===== config.mk =====
export PLATFORM = sky130hd
export DESIGN_NAME = mem_stage
export DESIGN_NICKNAME = d
export VERILOG_FILES = /design/src/rtl/mem_stage.sv
export SDC_FILE = /design/constraint.sdc
export NUM_CORES = 1
export LEC_CHECK = 0
export BUFFER_PORTS_ARGS = -buffer_cell sky130_fd_sc_hd__clkbuf_2
export CORE_MARGIN = 3
export CORE_UTILIZATION = 40
export DETAILED_ROUTE_END_ITERATION = 16
export PLACE_DENSITY_LB_ADDON = 0.12
export SYNTH_ARGS = -nofsm -noshare
export SYNTH_HDL_FRONTEND = slang
export SYNTH_SLANG_ARGS = --single-unit

===== constraint.sdc =====
create_clock -name clk -period 1.44 [get_ports clk]
set_clock_uncertainty 0.15 [all_clocks]
set_input_delay 0.216 -clock clk [delete_from_list [all_inputs] [get_ports clk]]
set_output_delay 0.216 -clock clk [all_outputs]
set_load 0.01 [all_outputs]

===== src/rtl/mem_stage.sv =====
// Memory-access stage: turns EXE results into a data-memory req/ack access or a direct writeback.
// Optional ACCESS watchdog with error pulse when MEM_TIMEOUT_EN is defined.
module mem_stage #(
    parameter int ARQ      = 16,
    parameter int MEM_ADDR = 13
`ifdef MEM_TIMEOUT_EN
    ,
    parameter int TIMEOUT_CYCLES = 16
`endif
) (
    input  logic                clk,
    input  logic                rst,
    input  logic                wb_enable_in,
    input  logic                rd_mem_in,
    input  logic                wr_mem_in,
    input  logic                mux_mem_in,
    input  logic [ARQ-1:0]      addr_in,
    input  logic [ARQ-1:0]      store_data_in,
    input  logic [ARQ-1:0]      wb_imm_in,
    input  logic [2:0]          wb_dest_in,
    output logic                dmem_req,
    output logic                dmem_we,
    output logic [MEM_ADDR-1:0] dmem_addr,
    output logic [ARQ-1:0]      dmem_wdata,
    input  logic [ARQ-1:0]      dmem_rdata,
    input  logic                dmem_ack,
    output logic                stall_out,
    output logic                wb_enable_out,
    output logic [2:0]          wb_dest_out,
    output logic [ARQ-1:0]      wb_data_out,
    output logic                mem_err
);

    localparam logic [0:0] S_IDLE   = 1'b0;
    localparam logic [0:0] S_ACCESS = 1'b1;

    logic [0:0]          state_q, state_d;
    logic [MEM_ADDR-1:0] addr_q, addr_d;
    logic                we_q, we_d;
    logic [ARQ-1:0]      wdata_q, wdata_d;
    logic [2:0]          dest_q, dest_d;
    logic                wben_q, wben_d;
    logic                wb_en_q, wb_en_d;
    logic [2:0]          wb_dest_q, wb_dest_d;
    logic [ARQ-1:0]      wb_data_q, wb_data_d;

    logic access_req;
    logic abort;

    assign access_req = rd_mem_in | wr_mem_in;

`ifdef MEM_TIMEOUT_EN
    localparam int CNT_W = $clog2(TIMEOUT_CYCLES + 1);

    logic [CNT_W-1:0] cnt_q, cnt_d;
    logic             err_q, err_d;

    // Abort on the TIMEOUT_CYCLES-th ACCESS cycle without ack; an ack in that cycle wins.
    assign abort = (state_q == S_ACCESS) && !dmem_ack
                   && (cnt_q == CNT_W'(TIMEOUT_CYCLES - 1));

    always_comb begin
        cnt_d = '0;
        err_d = 1'b0;
        if (state_q == S_ACCESS) begin
            if (!dmem_ack && !abort) begin
                cnt_d = cnt_q + CNT_W'(1);
            end
            err_d = abort;
        end
    end

    always_ff @(posedge clk or negedge rst) begin
        if (!rst) begin
            cnt_q <= '0;
            err_q <= 1'b0;
        end else begin
            cnt_q <= cnt_d;
            err_q <= err_d;
        end
    end

    assign mem_err = err_q;
`else
    assign abort   = 1'b0;
    assign mem_err = 1'b0;
`endif

    always_comb begin
        state_d   = state_q;
        addr_d    = addr_q;
        we_d      = we_q;
        wdata_d   = wdata_q;
        dest_d    = dest_q;
        wben_d    = wben_q;
        wb_en_d   = 1'b0;
        wb_dest_d = '0;
        wb_data_d = '0;
        case (state_q)
            S_IDLE: begin
                if (access_req) begin
                    // rd+wr together is a load, so the write strobe needs wr alone.
                    addr_d  = addr_in[MEM_ADDR-1:0];
                    we_d    = wr_mem_in & ~rd_mem_in;
                    wdata_d = store_data_in;
                    dest_d  = wb_dest_in;
                    wben_d  = wb_enable_in;
                    state_d = S_ACCESS;
                end else if (wb_enable_in) begin
                    wb_en_d   = 1'b1;
                    wb_dest_d = wb_dest_in;
                    wb_data_d = mux_mem_in ? wb_imm_in : addr_in;
                end
            end
            S_ACCESS: begin
                if (dmem_ack) begin
                    state_d = S_IDLE;
                    if (!we_q && wben_q) begin
                        wb_en_d   = 1'b1;
                        wb_dest_d = dest_q;
                        wb_data_d = dmem_rdata;
                    end
                end else if (abort) begin
                    state_d = S_IDLE;
                end
            end
            default: state_d = S_IDLE;
        endcase
    end

    always_ff @(posedge clk or negedge rst) begin
        if (!rst) begin
            state_q   <= S_IDLE;
            addr_q    <= '0;
            we_q      <= 1'b0;
            wdata_q   <= '0;
            dest_q    <= '0;
            wben_q    <= 1'b0;
            wb_en_q   <= 1'b0;
            wb_dest_q <= '0;
            wb_data_q <= '0;
        end else begin
            state_q   <= state_d;
            addr_q    <= addr_d;
            we_q      <= we_d;
            wdata_q   <= wdata_d;
            dest_q    <= dest_d;
            wben_q    <= wben_d;
            wb_en_q   <= wb_en_d;
            wb_dest_q <= wb_dest_d;
            wb_data_q <= wb_data_d;
        end
    end

    assign dmem_req      = (state_q == S_ACCESS);
    assign dmem_we       = we_q;
    assign dmem_addr     = addr_q;
    assign dmem_wdata    = wdata_q;
    assign stall_out     = (state_q == S_IDLE) ? access_req : ~(dmem_ack | abort);
    assign wb_enable_out = wb_en_q;
    assign wb_dest_out   = wb_dest_q;
    assign wb_data_out   = wb_data_q;

endmodule


==> summary.md, run 1 <==
| Metric | Value |
|---|---|
| Status | finished with violations |
| Violated checks | negative hold slack, negative setup slack |
| Final hold viol count | 1 |
| Critical Path AT | 1.61 ns |
| DP Area | 3082 um2 |
| Post-Syn Area | 2291 um2 |
| Switching Share | between 20% and 30% |
| Fin cells | 380 |
| Internal power | about 2.7 mW |
| GRT Util Overall | 17.18% |
| Post-route ant nets | 0 |
| Post-route DRC violation count | 0 |
| DRT iter0 DRCs | 41 |
| Area of the multi-input gates | 897.1 um2 |
| Gr ovfl total | 0 |
| Most common cell on crit path | buf_6 |
| Worst min path class | in2reg |
| VDD IR max | 525.1 uV |
| WL/cell | about 15 um |
| XOR/XNOR share of the synthesized area | 0% |
| Drt total wl | 5705 um |
| FF/Latch Area | about 1400 um2 |
| EDFF count, synth | 0 |
| Yosys cell types | 23 |
| Final RePlAce weighted congestion | between 0.8 and 0.9 |
| Cells after synthesis | 144 |
| Die area | 6672 um2 |
| CP Buf/Inv Count | 2 |
| Layout cells sized above 1 | 64.52% |
| Period utilization | 106.4% |
| Launch point of the worst path | dmem_req |
| Port bufs | 125 |
| Starting Density | a little over two fifths |
| Via count | between 1,500 and 2,000 |
| Top delay family on crit path | simple AND/OR/NAND/NOR gates |
| Clock power share | 21.2% |
| Worst Setup Path Type | reg2reg |
| Worst path depth | 4 |
| R2r endpoint | wb_data_out[11] |
| Fill cells | around 440 |
| Die X | ~82 um |
| Synth Register Bits | 55 |
| Tmin final | ~1.5 ns |
| CP max FO | 9 |
| Longest Clk Path Bufs | 2 |
| Slack of the worst reg-to-reg path | -0.09 ns |
| Cells on worst reg2reg path | 4 |
| RR Startpoint | dmem_req |
| Core ar. | 5335 um2 |
| Die Height | 81.68 um |
| Rows | 26 |
| Final instance area | ~3500 um2 |
| Largest net degree at the start of global routing | 56 |
| Final setup violation count | 31 |
| Multiplexer area fraction after synthesis | between 20% and 30% |
| Final Max Tran Viols | 0 |
| Avg Inst Size Synth | between 15 and 20 um2 |
| Max_cap viols | 0 |
| Dpl hpwl | 4016 um |
| 1st-pass router iterations | 4 |
| Adder-cell area share of the yosys netlist | 0% |
| Slowest CP cell | or4b_4 |
| Critical Path Sink | wb_data_out[11] |
| First-pass GRT wire length | 8790 um |
| Initial antenna violation count | 0 |
| CP Capture Type | flop |
| Startpoint types | flop |
| DR vias/cell | approximately 4.7 |
| Register area share after synthesis | around 60% |
| Synth Net Count | around 220 |
| Crit-path max cell delay | roughly 0.49 ns |
| Hold slack | -0.02757 ns |
| Logic pwr share | 28.1% |
| CP required | 1.52 ns |
| Unrepaired setup endpoints after global routing | true |
| Diodes inserted | 0 |
| Worst setup slack after layout | -0.09174 ns |
| Critical Path, Cell by Cell | buf_6 > or4b_4 > buf_6 > o2bb2ai_2 |
| Flop pwr share | 50.6% |
| CTS Root Cell | clkbuf_8 |
| Largest family of logic cells by synthesized area | multiplexers |
| CTS Sinks | 55 |
| Synth Flop Type | dfrtp_1 |
| Worst-path clk slew | ~0.09 ns |
| CTS tree | done |
| Sw power | about 1.1 mW |
| LEAKAGE | 1.800 nW |
| FMAX | roughly 0.65 GHz |
| Compound-Gate Fraction of Synth Area | roughly 11% |
| Ys async rst share | 100.0% |
| Yosys Warn Count | 0 |
| TritonCTS buffer count | 5 |
| Skew-Pair Late Insertion Delay | 0.29 ns |
| Number of global-route vias before repair | 1,821 |
| P&R area growth vs syn | 54.67% |
| Placed Cells | around 340 |
| Layout net count | 383 |
| Pwr/cell area | 1068 nW/um2 |
| I/O pins | 127 |
| Simple-gate share of the synthesized area | 2.185% |
| CTS H-tree depth | 2 |
==> state kept, by name, indices dropped and copies added (netlist names) <==
signal and cells:
dmem_req 1, wb_data_out 16, dmem_addr 13, wb_dest_out 3, wben_q 1, dmem_wdata 16, dest_q 3, dmem_we 1
wb_enable_out 1
==> layer usage <==
metal | GRT usage (%) | part of all wire [%]
met2 | 29.32 | 52
met1 | 21.67 | 38
met3 | 4.167 | 8.4
met5 | 0 | 0
met4 | 4.983 | 1.3
==> worst register-to-register path, cell delays in order (launching register included) <==
cell and delay (ns):
dfrtp_2 0.42, buf_6 0.12, or4b_4 0.49, buf_6 0.17
o2bb2ai_2 0.11
==> synth_stat cells, types with 3 or more instances <==
library cell	instances	area [um2]
o2bb2ai_1	6	52.55
a22o_1	3	26.28
mux2i_1	16	160.2
o2bb2ai_2	10	150.1
buf_2	5	25.02
dfrtp_1	55	1376
mux2_2	33	371.6
==> per-stage QoR <==
stage               hold slack, ns  utilization, %  setup WS (ns)  power [mW]  setup TNS (ns)
global placement           0.09045           57.76       -0.02581       2.907         -0.2213
floorplan                  -0.2296               -       -0.08193       2.428         -0.8193
detailed placement         0.09429           57.76       -0.01146       2.927        -0.05240
CTS                       -0.03595           65.36       -0.09280       3.818          -1.537
finish                    -0.02757           66.42       -0.09174       3.783          -1.378
global route              -0.03161           66.42        -0.1439       4.026          -2.985
==> layout make-up <==
type,count,share of cell area [%]
clock buffer,7,2.154
clock inverter,1,0.1412
inverter,1,0.1059
multi-input combinational,78,25.32
sequential,55,38.88
tap,70,2.472
timing repair buffer,168,30.93
==> cells in the final DEF, fill, tap and decap left out, types with 2 or more instances in the layout <==
master         instances
mux2i_1               16
clkbuf_2             125
dlygate4sd3_1         30
a22o_1                 3
buf_6                  6
o2bb2ai_2             14
clkbuf_1               2
buf_12                 4
o2bb2ai_1              2
buf_4                  3
mux2_2                33
clkbuf_8               5
dfrtp_1               54
==> how the worst min path moves through the flow <==
stage	startpoint	end	slack [ns]	depth (start not counted)
floorplan	rst	dest_q[0]	-0.23	0
global placement	rst	dmem_addr[1]	0.09	2
detailed placement	rst	dmem_addr[1]	0.09	2
CTS	dmem_ack	dmem_req	-0.04	2
global route	dmem_ack	dmem_req	-0.03	2
finish	dmem_ack	dmem_req	-0.03	2
==> repair_timing <==
item | CTS | global route
setup buffers | 1 | 0
hold endpoints to repair | 82 | 4
gates resized for setup | 10 | 5
hold buffers | 27 | 3
pin swaps | 1 | 1
endpoints found under the setup margin | 17 | 54
==> cells by family after synthesis <==
group | Yosys count
AOI/OAI and AO/OA | 22
muxes | 49
and+or+nand+nor | 6
buffers and inverters | 11
other | 1
DFF | 55
==> power groups by stage <==
stage	Sequential (mW)	Combinational, mW	Clock [mW]
global route	1.95	1.16	0.918
global placement	1.93	0.973	0
CTS	1.91	1.06	0.841
finish	1.92	1.06	0.803
detailed placement	1.94	0.984	0
floorplan	2.05	0.375	0
(Power assumes the default switching activity.)
==> run 2, diff against run 1 <==
- CELL_PAD_IN_SITES_DETAIL_PLACEMENT: default -> 2
- CELL_PAD_IN_SITES_GLOBAL_PLACEMENT: default -> 2
- CORE_MARGIN: 3 -> default
- CORE_UTILIZATION: 40 -> 25
- SLEW_MARGIN: default -> 10
==> run 2 against run 1 <==
Net effect:
- the flow finishes with violations (design-rule violations, negative setup slack)
- fmax decreased by 4.1%
- sequential power about the same
- worst hold slack improved by 0.043 ns
- combinational power increased by 13%
- critical path type unchanged
- critical path depth unchanged
- worst setup slack got worse by 0.065 ns
- via count increased by 5.0%
- design area increased by 8.8%
- highest routed layer unchanged
- sequential share of layout area decreased by 3.1 points
- die area increased by 43%
==> summary.md, run 2 (synthesis results as in run 1) <==
| Metric | Value |
|---|---|
| Setup TNS Final | -3.452 ns (was -1.378 ns) |
| WL/cell | 16.81 um (was 15.01 um) |
| CP required | 1.51 ns (was 1.52 ns) |
| Final instance area | 3855 um2 (was 3543 um2) |
| Hold slack | 0.01520 ns (was -0.02757 ns) |
| FMAX | 0.6264 GHz (was 0.6529 GHz) |
| Starting Density | 26.02% (was 42.94%) |
| Longest Clk Path Bufs | 2 (unchanged) |
| Die area | 9550 um2 (was 6672 um2) |
| Number of global-route vias before repair | 2,179 (was 1,821) |
| Die Height | 97.73 um (was 81.68 um) |
| CTS tree | done (unchanged) |
| Dpl hpwl | 4963 um (was 4016 um) |
| DP Area | 3122 um2 (was 3082 um2) |
| Critical Path AT | 1.67 ns (was 1.61 ns) |
| Pwr/cell area | 1037 nW/um2 (was 1068 nW/um2) |
| Initial antenna violation count | 0 (unchanged) |
| 1st-pass router iterations | 10 (was 4) |
| Die X | 97.73 um (was 81.68 um) |
| Tmin final | 1.596 ns (was 1.532 ns) |
| Worst setup slack after layout | -0.1564 ns (was -0.09174 ns) |
| Layout cells sized above 1 | 64.49% (was 64.52%) |
| P&R area growth vs syn | 68.27% (was 54.67%) |
| DR vias/cell | 4.350 (was 4.676) |
| Post-route DRC violation count | 22 (was 0) |
| Violated checks | design-rule violations, negative setup slack (was negative hold slack, negative setup slack) |
| FF/Latch Area | 1378 um2 (unchanged) |
| Post-route ant nets | 0 (unchanged) |
| DRT iter0 DRCs | 34 (was 41) |
| Most common cell after layout, fill and taps aside | clkbuf_2 (unchanged) |
| First-pass GRT wire length | 11,420 um (was 8790 um) |
| Startpoint types | flop (unchanged) |
| Worst-path clk slew | 0.10 ns (was 0.09 ns) |
| Critical Path, Cell by Cell | buf_6 > or4b_4 > buf_12 > o2bb2ai_4 (was buf_6 > or4b_4 > buf_6 > o2bb2ai_2) |
| Most frequent cells in the layout | clkbuf_2, dfrtp_1, dlygate4sd3_1 (was clkbuf_2, dfrtp_1, mux2_2) |
| VDD IR max | 384.6 uV (was 525.1 uV) |
| Fill cells | 887 (was 435) |
| CP max FO | 7 (was 9) |
| Unrepaired setup endpoints after global routing | true (unchanged) |
| Via count | 1,866 (was 1,777) |
| Status | finished with violations (unchanged) |
| CTS H-tree depth | 2 (unchanged) |
| Slowest CP cell | or4b_4 (unchanged) |
| Rows | 34 (was 26) |
| Area of the multi-input gates | 998.5 um2 (was 897.1 um2) |
| Period utilization | 110.9% (was 106.4%) |
| CTS Sinks | 55 (unchanged) |
| Top delay family on crit path | simple AND/OR/NAND/NOR gates (unchanged) |
| Layout net count | 394 (was 383) |
| Max_cap viols | 0 (unchanged) |
| GRT Util Overall | 15.44% (was 17.18%) |
| Final RePlAce weighted congestion | 0.6922 (was 0.8259) |
| Final hold viol count | 0 (was 1) |
| Total power | 3.997 mW (was 3.783 mW) |
| Diodes inserted | 0 (unchanged) |
| Drt total wl | 7211 um (was 5705 um) |
| Largest net degree at the start of global routing | 56 (unchanged) |
| CP Buf/Inv Count | 2 (unchanged) |
| Worst Setup Path Type | reg2reg (unchanged) |
| CTS Root Cell | clkbuf_8 (unchanged) |
| Final Max Tran Viols | 0 (unchanged) |
| Gr ovfl total | 0 (unchanged) |
| Port bufs | 125 (unchanged) |
| Final setup violation count | 51 (was 31) |
| TritonCTS buffer count | 5 (unchanged) |
| CP Capture Type | flop (unchanged) |
| Crit-path max cell delay | 0.53 ns (was 0.49 ns) |
| Setup WS pre-CTS | -0.06490 ns (was -0.01146 ns) |
| Worst min path class | in2reg (unchanged) |
| Skew-Pair Late Insertion Delay | 0.30 ns (was 0.29 ns) |
| Core ar. | 8806 um2 (was 5335 um2) |
| I/O pins | 127 (unchanged) |
| LEAKAGE | 1.906 nW (was 1.800 nW) |
run 2: final timing paths:
path,startpoint,endpoint,slack (ns),cells past startpoint
setup / recovery,dmem_req,wb_data_out[2],-0.16,4
hold / removal,addr_in[7],dmem_addr[7],0.02,2
setup reg to reg,dmem_req,wb_data_out[2],-0.16,4
hold reg to reg,dest_q[1],wb_dest_out[1],0.35,1
max in group asynchronous,rst,dmem_req,0.58,3
min in group asynchronous,rst,dmem_wdata[3],0.30,3
run 2: per-layer routing:
| metal | GRT usage (%) | vias up | routed length [um] |
|---|---|---|---|
| li1 | - | 875 | - |
| met1 | 18.47 | 915 | 2878 |
| met2 | 28.37 | 74 | 3892 |
| met3 | 3.381 | 2 | 410 |
| met4 | 3.147 | 0 | 30 |
| met5 | 0 | - | 0 |
run 2: power by group:
| group | internal (mW) | switching, mW |
|---|---|---|
| clock network | 0.390 | 0.488 |
| registers | 1.80 | 0.126 |
| logic | 0.657 | 0.540 |
| total | 2.84 | 1.15 |
run 2: what timing repair did:
action / in CTS / in global routing
cloned: 0 / 2
resized for setup: 21 / 13
pin swaps: 3 / 2
endpoints found under the hold margin: 91 / 0
endpoints found under the setup margin: 21 / 50
hold buffers: 37 / 0
buffers inserted: 4 / 0
run 2: area by class of cell:
| type | count | area share, % |
|---|---|---|
| well taps | 108 | 3.505 |
| flip-flops and latches | 55 | 35.74 |
| clock inverters | 1 | 0.1298 |
| clock buffers | 7 | 2.240 |
| inverters | 1 | 0.09737 |
| repair buffers | 179 | 32.39 |
| multi-input cells | 78 | 25.90 |
run 2: metrics by stage:
step	util, %	cells
floorplan	-	144
global placement	35.45	378
detailed placement	35.45	378
CTS	42.21	427
global route	43.78	429
finish	43.78	429
